==> config.mk <==
export PLATFORM = sky130hd
export DESIGN_NAME = cluster_clock_gate_ctrl
export DESIGN_NICKNAME = d
export VERILOG_FILES = /design/src/rtl/cluster_clock_gate_ctrl.sv
export SDC_FILE = /design/constraint.sdc
export NUM_CORES = 1
export LEC_CHECK = 0
export CORE_MARGIN = 2
export CORE_UTILIZATION = 30
export DETAILED_ROUTE_END_ITERATION = 6
export GPL_TIMING_DRIVEN = 0
export SLEW_MARGIN = 20
export SYNTH_ARGS = -nofsm -noshare
export SYNTH_HDL_FRONTEND = slang
export SYNTH_SLANG_ARGS = --single-unit
==> constraint.sdc <==
create_clock -name clk_i -period 3.7 [get_ports clk_i]
set_clock_uncertainty 0.2 [all_clocks]
set_input_delay 0.74 -clock clk_i [delete_from_list [all_inputs] [get_ports clk_i]]
set_output_delay 0.74 -clock clk_i [all_outputs]
set_load 0.02 [all_outputs]
==> src/rtl/cluster_clock_gate_ctrl.sv <==
// Cluster clock gate controller: idle detection, quiesce handshake, gate enable and wake settle.
// Optional gated-cycle statistics counter is built when CLUSTER_CLK_GATE_STATS_EN is defined.
module cluster_clock_gate_ctrl #(
    parameter int IDLE_CYCLES = 16,
    parameter int WAKE_CYCLES = 2,
    parameter int CNT_W       = 8
) (
    input  logic        clk_i,
    input  logic        rst_ni,
    input  logic        busy_i,
    input  logic        wake_i,
    input  logic        force_on_i,
    input  logic        gate_ack_i,
    input  logic        stats_clr_i,
    output logic        clk_en_o,
    output logic        gate_req_o,
    output logic        clk_ready_o,
    output logic        gated_o,
    output logic [31:0] gated_cycles_o
);

    typedef enum logic [1:0] {
        ST_RUN   = 2'd0,
        ST_REQ   = 2'd1,
        ST_GATED = 2'd2,
        ST_WAKE  = 2'd3
    } state_t;

    localparam logic [CNT_W-1:0] IDLE_LAST = CNT_W'(IDLE_CYCLES - 1);
    localparam logic [CNT_W-1:0] WAKE_LAST = CNT_W'(WAKE_CYCLES - 1);

    state_t           r_state;
    state_t           w_state_next;
    logic [CNT_W-1:0] r_idle_cnt;
    logic [CNT_W-1:0] w_idle_cnt_next;
    logic [CNT_W-1:0] r_wake_cnt;
    logic [CNT_W-1:0] w_wake_cnt_next;
    logic             w_quiet;

    assign w_quiet = !busy_i && !wake_i && !force_on_i;

    always_comb begin
        w_state_next    = r_state;
        w_idle_cnt_next = r_idle_cnt;
        w_wake_cnt_next = r_wake_cnt;
        case (r_state)
            ST_RUN: begin
                if (!w_quiet) begin
                    w_idle_cnt_next = '0;
                end else if (r_idle_cnt == IDLE_LAST) begin
                    w_state_next    = ST_REQ;
                    w_idle_cnt_next = '0;
                end else begin
                    w_idle_cnt_next = r_idle_cnt + 1'b1;
                end
            end
            ST_REQ: begin
                // Any activity aborts the request even if the ack arrives in the same cycle.
                if (!w_quiet) begin
                    w_state_next = ST_RUN;
                end else if (gate_ack_i) begin
                    w_state_next = ST_GATED;
                end
            end
            ST_GATED: begin
                if (!w_quiet) begin
                    w_state_next    = ST_WAKE;
                    w_wake_cnt_next = '0;
                end
            end
            ST_WAKE: begin
                if (r_wake_cnt == WAKE_LAST) begin
                    w_state_next    = ST_RUN;
                    w_wake_cnt_next = '0;
                end else begin
                    w_wake_cnt_next = r_wake_cnt + 1'b1;
                end
            end
            default: begin
                w_state_next = ST_RUN;
            end
        endcase
    end

    // Outputs are registered from the next state so they change on the same edge as the state.
    always_ff @(posedge clk_i or negedge rst_ni) begin
        if (!rst_ni) begin
            r_state     <= ST_RUN;
            r_idle_cnt  <= '0;
            r_wake_cnt  <= '0;
            clk_en_o    <= 1'b1;
            clk_ready_o <= 1'b1;
            gate_req_o  <= 1'b0;
            gated_o     <= 1'b0;
        end else begin
            r_state     <= w_state_next;
            r_idle_cnt  <= w_idle_cnt_next;
            r_wake_cnt  <= w_wake_cnt_next;
            clk_en_o    <= (w_state_next != ST_GATED);
            clk_ready_o <= (w_state_next == ST_RUN) || (w_state_next == ST_REQ);
            gate_req_o  <= (w_state_next == ST_REQ);
            gated_o     <= (w_state_next == ST_GATED);
        end
    end

`ifdef CLUSTER_CLK_GATE_STATS_EN
    logic [31:0] r_gated_cycles;

    always_ff @(posedge clk_i or negedge rst_ni) begin
        if (!rst_ni) begin
            r_gated_cycles <= '0;
        end else if (stats_clr_i) begin
            r_gated_cycles <= '0;
        end else if ((r_state == ST_GATED) && (r_gated_cycles != 32'hFFFF_FFFF)) begin
            r_gated_cycles <= r_gated_cycles + 32'd1;
        end
    end

    assign gated_cycles_o = r_gated_cycles;
`else
    logic w_unused_stats_clr;

    assign w_unused_stats_clr = stats_clr_i;
    assign gated_cycles_o     = '0;
`endif

endmodule

# [After elaboration in Yosys (flattened, before gate mapping)]
# Cells that the tools add are included.
[classes] add_sub_neg=2 n_eq_ne=9 n_mux=12 n_reduce_logical=10
[op_table] cell="$mux 8" count=4
[op_table] cell="$add 8x1->8 const B" count=2
[op_table] cell="$pmux 8 s2" count=1
[op_table] cell="$mux 2" count=6
[op_table] cell="$eq 8x1->1 const B" count=1
[op_table] cell="$eq 8x4->1 const B" count=1
[op_table] cell="$pmux 2 s4" count=1
[op_table] cell="$eq 2x2->1 const B" count=3
[op_table] cell="$eq 2x1->1 const B" count=2
[op_table] cell="$logic_not 2->1" count=2
[op_table] cell="$ne 2x2->1 const B" count=2
[op_table] cell="$logic_not 1->1" count=3
[op_table] cell="$logic_and 1x1->1" count=2
[op_table] cell="$reduce_and 2->1" count=1
[op_table] cell="$reduce_bool 2->1" count=1
[op_table] cell="$logic_or 1x1->1" count=1
[word_totals] ff_bits=22 in_bits=7 out_inout_bits=36 elab_cells=40

# [Logic depth before layout (Yosys ltp)]
[depth] word_depth=7 ltp_mapped=5

# [Least setup slack after synthesis]
# Ideal clock, no wire load.
[synth_path] path_type="input -> register" startpoint="input busy_i" endpoint="register r_wake_cnt[5]" arrival_time_ns=1.564 required_time_ns=3.380 path_slack_ns=1.816 cell_stages=5 cell_sequence="o41ai_2 buf_2 nor3_1 xnor2_1 nor2_1"
[synth_between] elab_chain_cells=5
[synth_rtl] element="start: declaration" line="10" text="input logic busy_i,"
[synth_rtl] element="$logic_not 1->1" line="40" text="assign w_quiet = !busy_i && !wake_i && !force_on_i;"
[synth_rtl] element="$logic_and 1x1->1 (2 in a row)" line="40"
[synth_rtl] element="$ne 2x2->1 (no line)"
[synth_rtl] element="$reduce_and 2->1 (no line)"
[synth_rtl] element="end signal: assignment" line="98" text="r_wake_cnt <= w_wake_cnt_next;"
[synth_rtl] element="end: declaration" line="36" text="logic [CNT_W-1:0] r_wake_cnt;"
# Every way passes these cells.
# A chain may end at the register's enable or synchronous reset.

# [Final worst setup path]
[layout_path] startpoint="register clk_en_o" endpoint="output clk_en_o"
[layout_rtl] element="start: declaration" line="15" text="output logic clk_en_o,"
[layout_rtl] element="start signal: assignment" line="99" text="clk_en_o <= (w_state_next != ST_GATED);"
# No word-level cell between the ends.

==> summary.md <==
| Metric | Value |
|---|---|
| Status | finished clean |
| Post-Syn Area per Cell | 9.43 um2 |
| Sequential Area | 553 um2 |
| Routed len/inst | 9.44 um |
| Synth Warn # | 0 |
| Peak supply drop | 0.194 mV |
| Synth Cell Area | 1380 um2 |
| Worst Setup End Kind | output pin |
| Flops & latches, synth | 22 |
| Hold Crit Class | in -> async |
| Power Dens Cells | 399 nW/um2 |
| CTS tree | yes |
| Num CTS Buffers | 3 |
| Vias in the first global route | 812 |
| Buffers on Ports | 9 |
| Die width | 71.7 um |
| Starting Density | 31.4% |
| Final setup violation count | 0 |
| Register area share after synthesis | 40.2% |
| RD Place Congestion | 0.749 |
| Crit path max fanout | 1 |
| First-pass GRT wire length | 3750 um |
| Tcrit/Tclk final | 62.8% |
| GR Overflow Total | 0 |
| Setup TNS | 0 ns |
| Final Max Tran Viols | 0 |
| Post-CTS resize count | 0 |
| Initial antenna violation count | 0 |
| Sink Count | 22 |
| CP bufs+invs | 1 |
| CP max-delay cell | clkdlybuf4s50_1 |
| Post-synth EDFFs | 0 |
| Multi-input logic area | 666 um2 |
| Worst stage delay on the critical path | 0.60 ns |
| FP Rows | 24 |
| Top-area cell type share of the netlist area | 36.4% |
| Via count | 971 |
| Ant. Diodes | 0 |
| Layout area overhead | 24.5% |
| Largest cells by area after synthesis | dfrtp_1, buf_4, dfstp_2, nand2_1, o21ai_0 |
| Residual DRC count | 0 |
| Maximum clock rate | 430 MHz |
| CTS clk-pin slew, worst paths | 0.09 ns |
| LEAKAGE | 0.870 nW |
| DRT iter0 DRCs | 53 |
| Largest net degree at the start of global routing | 23 |
| Post-Syn Instances | 146 |
| Count of cell types in the netlist | 38 |
| Final nets | 201 |
| Total Wirelength | 2290 um |
| I/O pin cnt | 43 |
| Vias per cell | 4.01 |
| Place WS | 1.19 ns |
| Ys async rst share | 100% |
| Dominant cell type by area after synthesis | dfrtp_1 |
| Total GRT Usage | 9.22% |
| Final Hold Vio Count | 0 |
| Share of layout cells above drive strength 1 | 27.4% |
| DIE HEIGHT | 71.7 um |
| Final Power | 0.000684 W |
| Worst Path Required | 2.76 ns |
| Post-DRT Antenna Nets | 0 |
| Max clock buf depth | 2 |
| WP depth | 1 |
| Max-cap viol count | 0 |
| CP startpoint kind | flip-flop |
| Clock root buffer | clkbuf_8 |
| Post-route minimum period | 2.32 ns |
| First-pass DRT Iterations | 4 |
| Final WS setup | 1.38 ns |
| CTS H-tree depth | 1 |
| Core ar. | 4380 um2 |
| RSZ-0062 raised after global routing | false |
| Crit-path leading delay family | buffers and inverters |
| Crit Path Category | reg -> out |
| Critical-path cell list | clkdlybuf4s50_1 |
| Post-DP HPWL | 1760 um |
| Cells on worst reg2reg path | 4 |
| Filler cell count | 431 |
| CP arrival | 1.38 ns |
| # hold bufs at CTS | 0 |
| Worst-Skew Late Latency | 0.27 ns |
| Setup Fix Bufs, Post-CTS | 0 |
| Top_reg_cell synth | dfrtp_1 |
| Die Area | 5150 um2 |
[sequential cells by signal (all words and copies together), names as in the netlist]
name and count:
r_idle_cnt 8, r_wake_cnt 8, r_state 2, clk_en_o 1, clk_ready_o 1, gate_req_o 1
gated_o 1
[placed cells by master (no fill, tap or decap), types with 2 or more instances in the layout]
cell type	count
a21oi_1	2
and3_1	3
buf_2	3
buf_4	32
clkbuf_8	3
clkdlybuf4s50_1	8
conb_1	32
dfrtp_1	20
dfstp_2	2
ha_1	3
inv_1	5
nand2_1	14
nand3_1	5
nand4_1	4
nor2_1	10
nor3_1	6
o21ai_0	9
xnor2_1	3
xor2_1	4
[per-stage QoR]
stage	cell area, um2	hold slack (ns)	cells	utilization (%)
after floorplan	1490	0.244	177	-
after global placement	1650	0.297	238	37.6
after detailed placement	1650	0.301	238	37.6
after CTS	1720	0.322	242	39.2
after global routing	1710	0.262	242	39.1
final	1710	0.219	242	39.1
[synthesized netlist by cell type, types with 2 or more instances]
library cell  instances
o21ai_0               9
nor3_1                6
and3_1                3
dfrtp_1              20
xnor2_1               3
buf_2                 2
a21oi_1               2
ha_1                  3
xor2_1                4
nand4_1               4
dfstp_2               2
inv_1                 5
nor2_1               10
nand3_1               5
buf_4                32
nand2_1              14
[worst paths after layout]
kind | from | end | slack, ns
max | clk_en_o | clk_en_o | 1.38
min | rst_ni | gated_o | 0.22
max reg2reg | r_wake_cnt[5] | r_wake_cnt[3] | 1.96
min reg2reg | r_idle_cnt[2] | r_idle_cnt[2] | 0.33
max in group asynchronous | rst_ni | clk_ready_o | 2.71
min in group clk_i | r_idle_cnt[2] | r_idle_cnt[2] | 0.33
[cell families after synthesis]
kind of cell,count (synthesis),share of synthesized area [%]
AND/OR/NAND/NOR,51,20.5
XOR/XNOR,7,4.45
AO/OA/AOI/OAI,20,10.5
flip-flops,22,40.2
other,1,0.272
buffers and inverters,40,19.9
adder cells (fa/ha/maj),3,2.73
multiplexers,2,1.55
[layer usage]
metal | routed length [um] | vias to the layer above | global-route usage [%]
li1 | - | 523 | -
met1 | 1070 | 428 | 11.8
met2 | 1080 | 18 | 14.9
met3 | 112 | 2 | 2.95
met4 | 18 | 0 | 2.52
met5 | 0 | - | 0
[power breakdown]
part	switching (W)	total, W	internal [W]
registers	0.0000238	0.000290	0.000266
clock network	0.0000803	0.000225	0.000145
logic	0.000101	0.000170	0.0000687
[cell type report]
class,instances,share of cell area [%]
Multi-Input combinational cell,115,38.8
Sequential cell,22,32.3
Buffer,35,14.9
Timing Repair Buffer,9,4.96
Tap cell,52,3.80
Clock buffer,3,2.41
Clock inverter,1,1.75
Inverter,5,1.09
Power figures use the tool's default switching activity.
